### src/rtl/rs_entry_allocator_if.sv
// Dispatch/issue/flush bundle between the RS entry allocator and its neighbours.
// The master side is dispatch, the issue selector and flush; the slave side is the allocator.
interface rs_entry_allocator_if #(
    parameter int QUEUE_DEPTH = 8
);
    localparam int IDX_W = $clog2(QUEUE_DEPTH);

    logic                   dispatch_valid;
    logic                   dispatch_ready;
    logic                   wen;
    logic [IDX_W-1:0]       insert_idx;
    logic                   issue_valid;
    logic [IDX_W-1:0]       issue_idx;
    logic                   clear_en;
    logic [QUEUE_DEPTH-1:0] kill_mask;
    logic [QUEUE_DEPTH-1:0] valid_bits;
    logic [IDX_W:0]         free_count;
    logic                   protocol_err;

    modport master (
        output dispatch_valid,
        output issue_valid,
        output issue_idx,
        output clear_en,
        output kill_mask,
        input  dispatch_ready,
        input  wen,
        input  insert_idx,
        input  valid_bits,
        input  free_count,
        input  protocol_err
    );

    modport slave (
        input  dispatch_valid,
        input  issue_valid,
        input  issue_idx,
        input  clear_en,
        input  kill_mask,
        output dispatch_ready,
        output wen,
        output insert_idx,
        output valid_bits,
        output free_count,
        output protocol_err
    );
endinterface

### src/rtl/rs_entry_allocator.sv
// Reservation-station slot allocator. It tracks slot occupancy, picks a free slot
// round-robin from alloc_ptr, and frees slots on issue grants and on flush kill masks.
module rs_entry_allocator #(
    parameter int QUEUE_DEPTH = 8
) (
    input  logic                 clk,
    input  logic                 rst,
    rs_entry_allocator_if.slave  bus
);
    localparam int IDX_W = $clog2(QUEUE_DEPTH);
    localparam logic [IDX_W:0] DEPTH_CNT = QUEUE_DEPTH[IDX_W:0];

    logic [QUEUE_DEPTH-1:0] r_valid_bits;
    logic [IDX_W-1:0]       r_alloc_ptr;
    logic [IDX_W:0]         r_free_count;
    logic                   r_protocol_err;

    logic                   w_full;
    logic [IDX_W-1:0]       w_sel_idx;
    logic                   w_ready;
    logic                   w_fire;
    logic                   w_issue_bad;
    logic [QUEUE_DEPTH-1:0] w_issue_clr;
    logic [QUEUE_DEPTH-1:0] w_kill_clr;
    logic [QUEUE_DEPTH-1:0] w_alloc_set;
    logic [QUEUE_DEPTH-1:0] w_valid_next;
    logic [IDX_W:0]         w_busy_count;

    // Scan downward from the farthest offset so that the nearest free slot after alloc_ptr wins.
    always_comb begin
        w_full    = 1'b1;
        w_sel_idx = '0;
        for (int k = QUEUE_DEPTH - 1; k >= 0; k--) begin
            if (!r_valid_bits[r_alloc_ptr + IDX_W'(k)]) begin
                w_full    = 1'b0;
                w_sel_idx = r_alloc_ptr + IDX_W'(k);
            end
        end
    end

    assign w_ready     = rst & ~w_full & ~bus.clear_en;
    assign w_fire      = w_ready & bus.dispatch_valid;
    assign w_issue_bad = bus.issue_valid & ~r_valid_bits[bus.issue_idx];

    always_comb begin
        w_issue_clr = '0;
        w_alloc_set = '0;
        if (bus.issue_valid) begin
            w_issue_clr[bus.issue_idx] = 1'b1;
        end
        if (w_fire) begin
            w_alloc_set[w_sel_idx] = 1'b1;
        end
        w_kill_clr   = bus.clear_en ? bus.kill_mask : '0;
        w_valid_next = (r_valid_bits & ~w_issue_clr & ~w_kill_clr) | w_alloc_set;
    end

    always_comb begin
        w_busy_count = '0;
        for (int i = 0; i < QUEUE_DEPTH; i++) begin
            w_busy_count = w_busy_count + {{IDX_W{1'b0}}, w_valid_next[i]};
        end
    end

    always_ff @(posedge clk) begin
        if (!rst) begin
            r_valid_bits   <= '0;
            r_alloc_ptr    <= '0;
            r_free_count   <= DEPTH_CNT;
            r_protocol_err <= 1'b0;
        end else begin
            r_valid_bits <= w_valid_next;
            r_free_count <= DEPTH_CNT - w_busy_count;
            if (w_fire) begin
                r_alloc_ptr <= w_sel_idx + 1'b1;
            end
            if (w_issue_bad) begin
                r_protocol_err <= 1'b1;
            end
        end
    end

    assign bus.dispatch_ready = w_ready;
    assign bus.wen            = w_fire;
    assign bus.insert_idx     = w_sel_idx;
    assign bus.valid_bits     = r_valid_bits;
    assign bus.free_count     = r_free_count;
    assign bus.protocol_err   = r_protocol_err;
endmodule
### src/flat_wrapper.sv
// flat-port wrapper written by rule: the top's interface ports become plain ports
module rs_entry_allocator_flat 
#(
    parameter int QUEUE_DEPTH = 8
)
  (clk, rst, bus_dispatch_valid, bus_issue_valid, bus_issue_idx, bus_clear_en, bus_kill_mask, bus_dispatch_ready, bus_wen, bus_insert_idx, bus_valid_bits, bus_free_count, bus_protocol_err);
  rs_entry_allocator_if #(.QUEUE_DEPTH(QUEUE_DEPTH)) bus_i ();
  input  logic clk;
  input  logic rst;
  input wire logic [$bits(bus_i.dispatch_valid)-1:0] bus_dispatch_valid;
  input wire logic [$bits(bus_i.issue_valid)-1:0] bus_issue_valid;
  input wire logic [$bits(bus_i.issue_idx)-1:0] bus_issue_idx;
  input wire logic [$bits(bus_i.clear_en)-1:0] bus_clear_en;
  input wire logic [$bits(bus_i.kill_mask)-1:0] bus_kill_mask;
  output wire logic [$bits(bus_i.dispatch_ready)-1:0] bus_dispatch_ready;
  output wire logic [$bits(bus_i.wen)-1:0] bus_wen;
  output wire logic [$bits(bus_i.insert_idx)-1:0] bus_insert_idx;
  output wire logic [$bits(bus_i.valid_bits)-1:0] bus_valid_bits;
  output wire logic [$bits(bus_i.free_count)-1:0] bus_free_count;
  output wire logic [$bits(bus_i.protocol_err)-1:0] bus_protocol_err;
  assign bus_i.dispatch_valid = bus_dispatch_valid;
  assign bus_i.issue_valid = bus_issue_valid;
  assign bus_i.issue_idx = bus_issue_idx;
  assign bus_i.clear_en = bus_clear_en;
  assign bus_i.kill_mask = bus_kill_mask;
  assign bus_dispatch_ready = bus_i.dispatch_ready;
  assign bus_wen = bus_i.wen;
  assign bus_insert_idx = bus_i.insert_idx;
  assign bus_valid_bits = bus_i.valid_bits;
  assign bus_free_count = bus_i.free_count;
  assign bus_protocol_err = bus_i.protocol_err;
  rs_entry_allocator #(.QUEUE_DEPTH(QUEUE_DEPTH)) u_core (.clk(clk), .rst(rst), .bus(bus_i));
endmodule
### config.mk
export PLATFORM = sky130hd
export DESIGN_NAME = rs_entry_allocator_flat
export DESIGN_NICKNAME = d
export VERILOG_FILES = /design/src/rtl/rs_entry_allocator_if.sv /design/src/rtl/rs_entry_allocator.sv /design/src/flat_wrapper.sv
export SDC_FILE = /design/constraint.sdc
export NUM_CORES = 1
export LEC_CHECK = 0
export ABC_AREA = 1
export ABC_CLOCK_PERIOD_IN_PS = 5100
export BUFFER_PORTS_ARGS = -buffer_cell sky130_fd_sc_hd__buf_2
export CORE_ASPECT_RATIO = 0.5
export CORE_MARGIN = 1.5
export CORE_UTILIZATION = 40
export CTS_CLUSTER_SIZE = 8
export DETAILED_ROUTE_END_ITERATION = 8
export PLACE_DENSITY = 0.58
export REMOVE_ABC_BUFFERS = 1
export SLEW_MARGIN = 20
export SYNTH_ARGS = -nofsm -noshare
export SYNTH_HDL_FRONTEND = slang
export SYNTH_SLANG_ARGS = --single-unit
### constraint.sdc
create_clock -name clk -period 5.1 [get_ports clk]
set_clock_uncertainty 0.2 [all_clocks]
set_input_delay 0 -clock clk [delete_from_list [all_inputs] [get_ports clk]]
set_output_delay 0 -clock clk [all_outputs]
set_load 0.005 [all_outputs]
# ---- Word level (Yosys, flattened, before mapping)
# Index checks and enable logic that the tools add are counted.
dict set report totals {
  inputBits 16
  output_inout_bits 18
  register_bits 16
  elab_cells 87
}
dict set report op_classes {
  bitwise_logic 12
  add_sub_neg 16
  reduce_logical 2
  order_cmp 12
  mux 41
}
# operator count
set op_table {}
lappend op_table {{3-bit by 4-bit < comparator with 1-bit output (second input constant)} 10}
lappend op_table {{1-bit binary-select mux with 3-bit select} 9}
lappend op_table {{4-bit by 1-bit adder with 4-bit output} 6}
lappend op_table {{3-bit 2-to-1 mux} 8}
lappend op_table {{8-bit 2-to-1 mux} 3}
lappend op_table {{1-bit 2-to-1 mux} 19}
lappend op_table {{8-bit bitwise AND} 2}
lappend op_table {{8-bit NOT} 2}
lappend op_table {{3-bit adder (second input constant)} 4}
lappend op_table {{8-bit bitwise OR} 1}
lappend op_table {{3-bit by 1-bit adder with 3-bit output (second input constant)} 2}
lappend op_table {{3-bit by 2-bit adder with 3-bit output (second input constant)} 2}
lappend op_table {{1-bit demux with 3-bit select} 2}
lappend op_table {{3-bit by 1-bit >= comparator with 1-bit output (second input constant)} 2}
lappend op_table {{1-bit bitwise AND} 4}
lappend op_table {{4-bit subtractor (first input constant)} 1}
lappend op_table {{1-bit NOT} 3}
lappend op_table {{1-bit by 1-bit adder with 2-bit output} 1}
lappend op_table {{1-bit logical AND} 2}

# ---- Longest topological paths before layout
# Gate-level depths: netlist (run 1).
dict set report depth {
  word_depth 25
  mapped_depth 31
  ltp_nobuf 29
}

# ---- Least setup slack after synthesis (run 1)
# No wires, ideal clock.
dict set report synth_path {
  kind {register to register}
  from {reg u_core.r_alloc_ptr[1]}
  to {reg u_core.r_free_count[3] (netlist: u_core.bus.free_count[3])}
  stages_incl_launch_ff 29
  t_arrival_ps 4092
  synth_period_minus_slack_ps 4409
  t_required_ps 4782
  path_buffers 2
  setup_ps 118
  setup_slack_ps 691
  cell_sequence {dfxtp_1 buf_6 inv_4 ha_1 buf_2 inv_2 nand3_1 nand2_1 nand2_2 nand2_4 inv_2 nand2_1 nand2_1 a21o_1 nand2_2 nand2_4 nor2_4 nand2_1 nand2_1 inv_1 fa_1 ha_1 inv_1 fa_1 inv_1 fa_1 ha_1 xnor2_1 nand2_1}
}
dict set report synth_between {
  elab_chain_cells 25
}
# element line_no
set synth_rtl {}
lappend synth_rtl {{start, declared} rs_entry_allocator.sv:14} ;# logic [IDX_W-1:0] r_alloc_ptr;
lappend synth_rtl {{start signal, assigned} rs_entry_allocator.sv:75} ;# r_alloc_ptr <= w_sel_idx + 1'b1;
lappend synth_rtl {{3-bit adder} rs_entry_allocator.sv:34} ;# if (!r_valid_bits[r_alloc_ptr + IDX_W'(k)]) begin
lappend synth_rtl {{1-bit binary-select mux with 3-bit select} rs_entry_allocator.sv:34}
lappend synth_rtl {{1-bit 2-to-1 mux (implied by the code)} rs_entry_allocator.sv:34}
lappend synth_rtl {{3-bit 2-to-1 mux (7 in a row)} rs_entry_allocator.sv:34}
lappend synth_rtl {{3-bit 2-to-1 mux (*)} rs_entry_allocator.sv:34}
lappend synth_rtl {{named net bus_insert_idx[0]} flat_wrapper.sv:17} ;# output wire logic [$bits(bus_i.insert_idx)-1:0] bus_insert_idx;
lappend synth_rtl {{3-bit by 4-bit < comparator with 1-bit output (implied by the code) or 3-bit by 1-bit >= comparator with 1-bit output (tied branches)} rs_entry_allocator.sv:52} ;# w_alloc_set[w_sel_idx] = 1'b1;
lappend synth_rtl {{1-bit logical AND (implied by the code)} rs_entry_allocator.sv:52}
lappend synth_rtl {{1-bit 2-to-1 mux (implied by the code)} rs_entry_allocator.sv:52}
lappend synth_rtl {{1-bit demux with 3-bit select (*)} n/a}
lappend synth_rtl {{8-bit 2-to-1 mux (*)} rs_entry_allocator.sv:51} ;# if (w_fire) begin
lappend synth_rtl {{8-bit bitwise OR (*)} rs_entry_allocator.sv:55} ;# w_valid_next = (r_valid_bits & ~w_issue_clr & ~w_kill_clr) | w_alloc_set;
lappend synth_rtl {{1-bit by 1-bit adder with 2-bit output} rs_entry_allocator.sv:61} ;# w_busy_count = w_busy_count + {{IDX_W{1'b0}}, w_valid_next[i]};
lappend synth_rtl {{4-bit by 1-bit adder with 4-bit output (5 in a row)} rs_entry_allocator.sv:61}
lappend synth_rtl {{4-bit by 1-bit adder with 4-bit output (*)} rs_entry_allocator.sv:61}
lappend synth_rtl {{4-bit subtractor (*)} rs_entry_allocator.sv:73} ;# r_free_count <= DEPTH_CNT - w_busy_count;
lappend synth_rtl {{end signal, assigned} rs_entry_allocator.sv:73}
lappend synth_rtl {{end, declared} rs_entry_allocator.sv:15} ;# logic [IDX_W:0] r_free_count;
# The timed path passes the listed nets; every way through them passes the cells marked *. The select of a mux whose other input is x is not followed.
# A chain may end at the register's enable or synchronous reset.

# ---- Worst setup path after layout (run 1)
dict set report layout_path {
  from {reg u_core.r_alloc_ptr[1]}
  to {reg u_core.r_free_count[3] (netlist: u_core.bus.free_count[3])}
}
dict set report layout_between {
  elab_chain_cells 25
}
# element line_no
set layout_rtl {}
lappend layout_rtl {{3-bit adder} {rs_entry_allocator.sv:34, rs_entry_allocator.sv:36}}
lappend layout_rtl {{1-bit binary-select mux with 3-bit select} rs_entry_allocator.sv:34}
lappend layout_rtl {{1-bit 2-to-1 mux (implied by the code)} rs_entry_allocator.sv:34}
lappend layout_rtl {{3-bit 2-to-1 mux or 1-bit 2-to-1 mux (tied branches) (8 in a row)} rs_entry_allocator.sv:34}
lappend layout_rtl {{3-bit by 4-bit < comparator with 1-bit output (implied by the code), or another cell as far along} rs_entry_allocator.sv:52}
lappend layout_rtl {{1-bit logical AND (implied by the code) or 1-bit bitwise AND (tied branches)} {rs_entry_allocator.sv:52, rs_entry_allocator.sv:41}}
lappend layout_rtl {{1-bit 2-to-1 mux (implied by the code) or 1-bit bitwise AND (tied branches)} {rs_entry_allocator.sv:52, rs_entry_allocator.sv:41}}
lappend layout_rtl {{1-bit demux with 3-bit select or 1-bit bitwise AND (tied branches)} n/a}
lappend layout_rtl {{8-bit 2-to-1 mux (*)} rs_entry_allocator.sv:51}
lappend layout_rtl {{8-bit bitwise OR (*)} rs_entry_allocator.sv:55}
lappend layout_rtl {{1-bit by 1-bit adder with 2-bit output} rs_entry_allocator.sv:61}
lappend layout_rtl {{4-bit by 1-bit adder with 4-bit output (5 in a row)} rs_entry_allocator.sv:61}
lappend layout_rtl {{4-bit by 1-bit adder with 4-bit output (*)} rs_entry_allocator.sv:61}
lappend layout_rtl {{4-bit subtractor (*)} rs_entry_allocator.sv:73}
# Mark *: on every way between the ends. The rest lies on a longest branch, timed or not. The select of a mux whose other input is x is not followed.

==> results of run 1 <==
worst min-delay path: stages:
cell and delay, ns:
buf_2 0.16, a21oi_1 0.13, a31oi_1 0.06, nor2_1 0.08
metrics by stage:
| stage | instances | setup slack [ns] | hold slack, ns |
|---|---|---|---|
| after floorplan | 266 | 0.5531 | -0.1312 |
| after global placement | 354 | 0.2673 | 0.01500 |
| after detailed placement | 354 | 0.1800 | 0.02227 |
| after CTS | 368 | 0.1439 | 0.005704 |
| after global routing | 368 | 0.01053 | 0.04718 |
| final | 368 | 0.3641 | 0.01216 |
timing repair:
item | 4_1_cts | 5_1_grt
hold endpoints to repair | 14 | 0
buffers inserted | 0 | 0
endpoints found under the setup margin | 0 | 2
hold buffers | 10 | 0
resized for setup | 0 | 2
kinds of logic after synthesis:
logic type | share of synthesized area
compound gates | 0.1524
xor+xnor | 0.03847
fa+ha+maj | 0.1074
buf+inv | 0.1219
flops | 0.1858
simple gates | 0.3940
cells in the mapped netlist (2+ instances only):
master,count
inv_2,6
a21oi_2,3
nand2_4,3
dfxtp_1,16
nor2_2,2
clkbuf_1,2
xnor2_2,2
nand3_1,24
a31oi_1,2
nand2_2,14
a21oi_1,20
o211ai_1,2
nor2_4,2
xnor2_1,2
a21oi_4,2
buf_6,3
o21ai_0,8
inv_1,36
nand4_1,2
ha_1,10
nor2_1,15
nand2_1,83
fa_1,3
per-layer routing:
| layer | up-vias | GRT usage | part of all wire |
|---|---|---|---|
| li1 | 953 | - | - |
| met1 | 776 | 0.3008 | 0.49 |
| met2 | 39 | 0.3263 | 0.45 |
| met3 | 6 | 0.03271 | 0.043 |
| met4 | 0 | 0.05392 | 0.014 |
| met5 | - | 0 | 0 |
worst paths after layout:
| path | start | end | slack [ns] | cells after the start |
|---|---|---|---|---|
| setup / recovery | u_core.r_alloc_ptr[1] | u_core.bus.free_count[3] | 0.36 | 29 |
| hold / removal | bus_clear_en | u_core.bus.valid_bits[2] | 0.01 | 4 |
| setup reg to reg | u_core.r_alloc_ptr[1] | u_core.bus.free_count[3] | 0.36 | 29 |
| hold reg to reg | u_core.bus.protocol_err | u_core.bus.protocol_err | 0.25 | 2 |
state kept, by name, indices dropped and copies added (netlist names):
name,cells
u_core.bus.valid_bits,8
u_core.bus.protocol_err,1
u_core.bus.free_count,4
u_core.r_alloc_ptr,3
layout by cell type (no fill, tap or decap), types with 2 or more instances in the layout:
cell type / count
nor2_2: 2
nand2_4: 3
inv_2: 6
nand4_1: 2
nor2_1: 15
a21oi_1: 20
buf_2: 33
xnor2_2: 2
clkbuf_8: 4
a21oi_2: 3
o21ai_0: 8
dfxtp_1: 15
ha_1: 10
nand2_1: 83
nor2_4: 2
o211ai_1: 2
nand3_1: 24
fa_1: 3
a21oi_4: 2
nand2_2: 14
xnor2_1: 2
inv_1: 36
a31oi_1: 2
dlygate4sd3_1: 10
cell type report:
type                    instances  area (um^2)  area share
inverters                      43        163.9     0.07892
clock buffers                   4        55.05     0.02651
multi-input cells             207         1194      0.5747
repair buffers                 44        272.8      0.1313
flip-flops and latches         16        324.1      0.1560
well taps                      54        67.56     0.03253
power by group:
group	internal, mW	total [mW]	switching, mW
Sequential	0.133	0.140	0.00679
Clock	0.0686	0.115	0.0465
Combinational	0.0703	0.186	0.116
==> results.sh, run 1 <==
export IMPL_status="completed"
export IMPL_synth_area_um2=1724
export IMPL_die_area_um2=4737
export IMPL_synth_seq_cells=16
export IMPL_cts_tree="built"
export IMPL_drt_iter0_drc=105
export IMPL_drv_cap=0
export IMPL_start_util=0.4285
export IMPL_grt_pass1_wl_mm=7.645
export IMPL_slew_headroom=0.6851
export IMPL_hold_violations=0
export IMPL_ioPinCount=34
export IMPL_grt_overflow=0
export IMPL_crit_buf_inv=5
export IMPL_min_path_type="input port to register"
export IMPL_numPortBuffers=33
export IMPL_postRouteWirelength_mm=4.547
export IMPL_vias=1774
export IMPL_cp_top_family="adder cells"
export IMPL_finalCritPeriodShare=0.9286
export IMPL_grt_pass1_vias=1601
export IMPL_synth_edf_count=0
export IMPL_areaGrowthSynthToFinish_pct=20.46
export IMPL_die_width_um=95.85
export IMPL_critPathMaxFanout=9
export IMPL_crit_path_frequent_cell="nand2_1"
export IMPL_synth_cell_types=33
export IMPL_maxSlewViolCount=0
export IMPL_clock_root_buffer="clkbuf_8"
export IMPL_viasPerCell=4.821
export IMPL_worst_slew_pin_slew_ns=0.4719
export IMPL_ys_warn_count=0
export IMPL_final_core_util=0.5162
export IMPL_cts_path_max_buffers=2
export IMPL_htreeDepth=1
export IMPL_core_area_um2=4024
export IMPL_clkSinkCount=16
export IMPL_track_usage=0.2102
export IMPL_place_congestion=0.8484
export IMPL_numCtsBuffers=3
export IMPL_fin_area_um2=2077
export IMPL_antenna_left=0
export IMPL_async_reset_ff_frac=0
export IMPL_drive_gt1_frac=0.2452
export IMPL_slowest_stage="fa_1"
export IMPL_wire_per_inst_um=12.36
export IMPL_worst_setup_path_type="register to register"
export IMPL_rows=16
export IMPL_rsz0062_at_grt="no"
export IMPL_fillers=404
export IMPL_antenna_found_initial=0
export IMPL_synth_top_flop_cell="dfxtp_1"
export IMPL_irDropWorstVdd_mv=0.1140
export IMPL_p_leak_nw=1.120
export IMPL_clk_pin_slew_ns=0.07
export IMPL_synth_top_area_cell="dfxtp_1"
export IMPL_cpPeakStageDelay_ns=0.54
export IMPL_cp_arrival_ns=4.69
export IMPL_critPathLaunchType="register"
export IMPL_p_total_mw=0.4411
export IMPL_drtPass1Iterations=5
export IMPL_ys_seq_area_frac=0.1858
export IMPL_synth_area_top_cells="dfxtp_1 (19%), nand2_1 (18%), inv_1 (7.8%)"
export IMPL_placed_cell_area_um2=1918
export IMPL_final_setup_tns_ns=0
export IMPL_dieHeight_um=49.43
export IMPL_antenna_cells=0
export IMPL_fmax_ghz=0.2112
export IMPL_syn_inst=272
export IMPL_fin_crit_ns=4.736
export IMPL_critical_path_required_ns=5.05
export IMPL_syn_mean_instance_area_um2=6.339
export IMPL_grt_start_max_net_pins=14
export IMPL_drc_errors=0
export IMPL_layout_nets=344
export IMPL_p_per_area_nw_per_um2=212.4
export IMPL_end_kind="register"
export IMPL_hpwl_mm=3.596
export IMPL_yosysTopAreaCellShare=0.1858
export IMPL_setup_viol=0
export IMPL_clkLatencyLatePin_ns=0.25
Note: power is estimated with default switching activity, not from simulation.
==> inputs of run 2 (changes only) <==
HOLD_SLACK_MARGIN = 0.12   (was not set)
==> run 2 against run 1 <==
  * Final cell count rose by 4.9%
  * Worst setup slack got worse by 0.027 ns
  * Via count up 11%
  * Wire length up 16%
  * Global-route usage increased by 2.8 points
  * Largest cell class unchanged
  * Core utilization is 4.5 points higher
  * Sequential cell count unchanged
  * Die area unchanged
  * Non-clock buffer count grew 18
  * Register-to-register slack lost 0.03 ns
  * Highest routed layer unchanged
  * Sequential share of layout area is 1.3 points lower
  * Total power grew 2.6%
==> results.sh, run 2 (same netlist as run 1, synthesis figures left out) <==
export IMPL_min_from="bus_issue_idx[2]"
export IMPL_grt_start_max_net_pins=14
export IMPL_clkSinkCount=16
export IMPL_dp_slack_ns=0.1800
export IMPL_track_usage=0.2380
export IMPL_intPower_mw=0.2771
export IMPL_cts_setup_buffers=0
export IMPL_mostFrequentLayoutCells="nand2_1 (83), inv_1 (36), buf_2 (33), dlygate4sd3_1 (28), nand3_1 (24)"
export IMPL_setup_viol=0
export IMPL_drive_gt1_frac=0.2349
export IMPL_crit_path_frequent_cell="nand2_1"
export IMPL_min_to="u_core.bus.valid_bits[0]"
export IMPL_min_path_type="input port to register"
export IMPL_switching_share=0.3875
export IMPL_clk_pin_slew_ns=0.07
export IMPL_end_kind="register"
export IMPL_largest_reg_flops=8
export IMPL_finalCritPeriodShare=0.9339
export IMPL_clock_root_buffer="clkbuf_8"
export IMPL_drv_cap=0
export IMPL_core_area_um2=4024
export IMPL_finalNonFillerCells=386
export IMPL_cts_tree="built"
export IMPL_start_util=0.4285
export IMPL_drt_iter0_drc=172
export IMPL_p_comb_frac=0.432
export IMPL_status="completed"
export IMPL_hold_path_cell_count=5
export IMPL_postRouteWirelength_mm=5.261
export IMPL_slowest_stage="fa_1"
export IMPL_critPathLaunchType="register"
export IMPL_areaGrowthSynthToFinish_pct=31.06
export IMPL_die_area_um2=4737
export IMPL_critPathMaxFanout=9
export IMPL_pwr_share_seq=0.309
export IMPL_place_congestion=0.8484
export IMPL_grt_pass1_wl_mm=8.597
export IMPL_irDropWorstVdd_mv=0.1137
export IMPL_p_per_area_nw_per_um2=200.2
export IMPL_drc_errors=0
export IMPL_cts_path_max_buffers=2
export IMPL_placed_cells=354
export IMPL_layout_nets=362
export IMPL_antenna_left=0
export IMPL_maxSlewViolCount=0
export IMPL_fmax_ghz=0.2100
export IMPL_rsz0062_at_grt="no"
export IMPL_cpPeakStageDelay_ns=0.54
export IMPL_slew_headroom=0.6763
export IMPL_cp_arrival_ns=4.71
export IMPL_drtPass1Iterations=4
export IMPL_clkLatencyLatePin_ns=0.26
export IMPL_numPortBuffers=33
export IMPL_viasPerCell=5.080
export IMPL_worst_slew_pin_slew_ns=0.4850
export IMPL_final_common_cell="nand2_1"
export IMPL_hpwl_mm=3.596
export IMPL_fin_crit_ns=4.763
export IMPL_p_leak_nw=1.208
export IMPL_antenna_cells=0
export IMPL_p_switching_mw=0.1753
export IMPL_numCtsBuffers=3
export IMPL_htreeDepth=1
export IMPL_rows=16
export IMPL_final_setup_tns_ns=0
export IMPL_antenna_found_initial=0
export IMPL_ioPinCount=34
export IMPL_die_width_um=95.85
export IMPL_reg2regPathDepth=29
export IMPL_grt_overflow=0
export IMPL_worst_setup_path_type="register to register"
export IMPL_vias=1961
export IMPL_critical_path_required_ns=5.05
export IMPL_r2r_end="u_core.bus.free_count[3]"
export IMPL_power_frac_clock=0.259
export IMPL_hold_violations=0
export IMPL_r2r_start="u_core.r_alloc_ptr[1]"
export IMPL_grt_pass1_vias=1835
export IMPL_layout_setup_ws_ns=0.3372
export IMPL_wire_per_inst_um=13.63
export IMPL_dieHeight_um=49.43
export IMPL_r2r_slack_ns=0.34
run 2: cell count changes in the layout (fill, tap and decap cells not counted):
cell and change:
dlygate4sd3_1 +18, nor2_1 -1, nor2_2 +1
run 2: area by class of cell:
type	instances	area, um^2
Timing Repair Buffer	62	452.9
Clock buffer	4	55.05
Sequential cell	16	324.1
Fill cell	394	1764
Inverter	43	163.9
Multi-Input combinational cell	207	1196
Tap cell	54	67.56
run 2: worst max path at each step:
stage | startpoint | to | slack [ns] | depth (start not counted)
after CTS | u_core.r_alloc_ptr[1] | u_core.bus.free_count[3] | 0.14 | 29
final | u_core.r_alloc_ptr[1] | u_core.bus.free_count[3] | 0.34 | 29
after global routing | u_core.r_alloc_ptr[1] | u_core.bus.free_count[3] | 0.005 | 29
after global placement | u_core.r_alloc_ptr[1] | u_core.bus.free_count[3] | 0.27 | 24
after floorplan | u_core.r_alloc_ptr[0] | u_core.bus.free_count[3] | 0.55 | 26
after detailed placement | u_core.r_alloc_ptr[1] | u_core.bus.free_count[3] | 0.18 | 24
run 2: power groups by stage:
stage                     clock network, mW  logic (mW)  registers (mW)
after detailed placement                  0       0.179           0.142
final                                 0.117       0.196           0.140
after global routing                  0.125       0.219           0.141
after CTS                             0.118       0.192           0.140
after global placement                    0       0.179           0.143
after floorplan                           0       0.130           0.143
run 2: worst max-delay path: cells and delay by family (launching register included):
family,cells,cell delay [ns]
simple gates,17,1.31
xor+xnor,1,0.15
buf+inv,5,0.39
fa+ha+maj,6,2.20
flops,1,0.42
run 2: stage by stage:
stage / hold WS [ns] / instance area, um^2 / power (mW) / utilization
2_1_floorplan: -0.1312 / 1678 / 0.2731 / -
5_1_grt: 0.2044 / 2260 / 0.4853 / 0.5616
3_5_place_dp: 0.02227 / 1918 / 0.3217 / 0.4767
3_3_place_gp: 0.01500 / 1918 / 0.3214 / 0.4767
6_report: 0.1846 / 2260 / 0.4524 / 0.5616
4_1_cts: 0.1430 / 2253 / 0.4503 / 0.5600
run 2: layer usage:
metal  up-vias  routed length (um)  GRT usage
met5         -                   0          0
met4         0                 194     0.1152
met3        22                 320    0.04984
met2        82                2434     0.3721
met1       873                2312     0.3102
li1        984                   -          -
run 2: repair_timing:
item | in CTS | in global routing
setup endpoints to repair | 0 | 3
endpoints found under the hold margin | 16 | 0
resized for setup | 0 | 3
hold buffers | 28 | 0
==> inputs of run 3 (changes only) <==
ABC_CLOCK_PERIOD_IN_PS = 4900   (was 5100)
clock period = 4.9 ns   (was 5.1 ns; I/O delays follow)
==> run 3 against run 2 <==
  * First-iteration DRC count is 48% lower
  * Worst setup slack better by 0.039 ns
  * Fmax increased by 5.3%
  * Die area stayed put
  * Largest power group unchanged
==> results.sh, run 3 (same netlist as run 1, synthesis figures left out) <==
export IMPL_clock_root_buffer="clkbuf_8"
export IMPL_p_total_mw=0.4664
export IMPL_clkSinkCount=16
export IMPL_dieHeight_um=49.43
export IMPL_cts_path_max_buffers=2
export IMPL_drc_errors=0
export IMPL_final_core_util=0.5619
export IMPL_hold_violations=0
export IMPL_critical_path_required_ns=4.84
export IMPL_top_usage_layer="met2"
export IMPL_cts_tree="built"
export IMPL_drtPass1Iterations=4
export IMPL_fmax_ghz=0.2211
export IMPL_drv_cap=0
export IMPL_ioPinCount=34
export IMPL_slew_headroom=0.7073
export IMPL_min_path_type="input port to register"
export IMPL_final_setup_tns_ns=0
export IMPL_areaGrowthSynthToFinish_pct=31.13
export IMPL_use_met1=0.3167
export IMPL_track_usage=0.2251
export IMPL_dp_slack_ns=0.2591
export IMPL_htreeDepth=1
export IMPL_finalCritPeriodShare=0.9232
export IMPL_antenna_cells=0
export IMPL_worst_slew_pin_slew_ns=0.4385
export IMPL_hold_path_cell_count=5
export IMPL_numPortBuffers=33
export IMPL_postRouteWirelength_mm=4.729
export IMPL_critPathMaxFanout=10
export IMPL_reg2regPathDepth=24
export IMPL_placed_cells=356
export IMPL_p_leak_nw=1.210
export IMPL_gr_usage_met2=0.3662
export IMPL_worst_setup_path_type="register to register"
export IMPL_hpwl_mm=3.564
export IMPL_end_kind="register"
export IMPL_vias=1874
export IMPL_grt_start_max_net_pins=14
export IMPL_rows=16
export IMPL_status="completed"
export IMPL_core_area_um2=4024
export IMPL_clk_pin_slew_ns=0.06
export IMPL_cp_arrival_ns=4.47
export IMPL_fin_crit_ns=4.524
export IMPL_viasPerCell=4.855
export IMPL_place_congestion=0.9342
export IMPL_final_common_cell="nand2_1"
export IMPL_die_width_um=95.85
export IMPL_start_util=0.4285
export IMPL_numCtsBuffers=3
export IMPL_grt_pass1_wl_mm=8.245
export IMPL_largest_reg_flops=8
export IMPL_wire_per_inst_um=12.25
export IMPL_clkLatencyLatePin_ns=0.25
export IMPL_irDropWorstVdd_mv=0.1186
export IMPL_layout_nets=362
export IMPL_mostFrequentLayoutCells="nand2_1 (83), inv_1 (36), buf_2 (33), dlygate4sd3_1 (26), nand3_1 (24)"
export IMPL_grt_pass1_vias=1812
export IMPL_fillers=382
export IMPL_p_per_area_nw_per_um2=206.3
export IMPL_antenna_found_initial=0
export IMPL_rsz0062_at_grt="no"
export IMPL_antenna_left=0
export IMPL_maxSlewViolCount=0
export IMPL_drive_gt1_frac=0.2380
export IMPL_grtUsageMet3=0.02492
export IMPL_grt_overflow=0
export IMPL_setup_viol=0
export IMPL_critPathLaunchType="register"
export IMPL_die_area_um2=4737
export IMPL_drt_iter0_drc=90
export IMPL_layout_setup_ws_ns=0.3763
export IMPL_finalNonFillerCells=386
export IMPL_cts_setup_buffers=0
## run 3: worst paths after layout
path                           startpoint                        to  slack [ns]
setup reg to reg    u_core.r_alloc_ptr[0]  u_core.bus.free_count[3]        0.38
hold reg to reg   u_core.bus.protocol_err   u_core.bus.protocol_err        0.25
setup / recovery    u_core.r_alloc_ptr[0]  u_core.bus.free_count[3]        0.38
hold / removal           bus_issue_idx[1]  u_core.bus.valid_bits[0]        0.13
## run 3: layout make-up
cell class	instances	area (um^2)	area share
repair buffers	62	447.9	0.1981
flip-flops and latches	16	320.3	0.1417
well taps	54	67.56	0.02988
multi-input cells	207	1206	0.5335
clock buffers	4	55.05	0.02435
inverters	43	163.9	0.07250
## run 3: report_power, final
| part | total (mW) | internal, mW | switching [mW] |
|---|---|---|---|
| logic | 0.206 | 0.0823 | 0.124 |
| registers | 0.144 | 0.139 | 0.00572 |
| clock network | 0.116 | 0.0713 | 0.0446 |
## run 3: metrics by stage
stage | cell area [um^2] | hold slack, ns
floorplan | 1678 | -0.1312
global placement | 1933 | 0.01592
detailed placement | 1933 | 0.02471
CTS | 2248 | 0.1211
global route | 2261 | 0.1806
finish | 2261 | 0.1342
## run 3: per-layer routing
layer | wire [um] | share of wire | vias to the layer above
met2 | 2174 | 0.46 | 39
met4 | 46 | 0.0097 | 0
met3 | 185 | 0.039 | 5
li1 | - | - | 982
met1 | 2322 | 0.49 | 848
met5 | 0 | 0 | -
## run 3: repair_timing
item | in CTS | in global routing
endpoints found under the hold margin | 16 | 0
endpoints found under the setup margin | 0 | 2
hold buffers | 26 | 0
resized for setup | 0 | 2
## run 3: critical path: stages (launching register included)
cell	delay, ns
dfxtp_1	0.32
inv_2	0.16
ha_4	0.26
inv_2	0.09
nand3_1	0.08
nand2_1	0.10
nand2_1	0.09
nand2_2	0.13
o21ai_1	0.10
a21o_1	0.17
nand2_2	0.10
nand2_4	0.08
nor2_4	0.17
nand2_1	0.10
nand2_1	0.07
inv_1	0.05
fa_1	0.54
ha_1	0.17
inv_1	0.06
fa_1	0.50
inv_1	0.05
fa_1	0.42
ha_1	0.20
xnor2_1	0.15
nand2_1	0.06
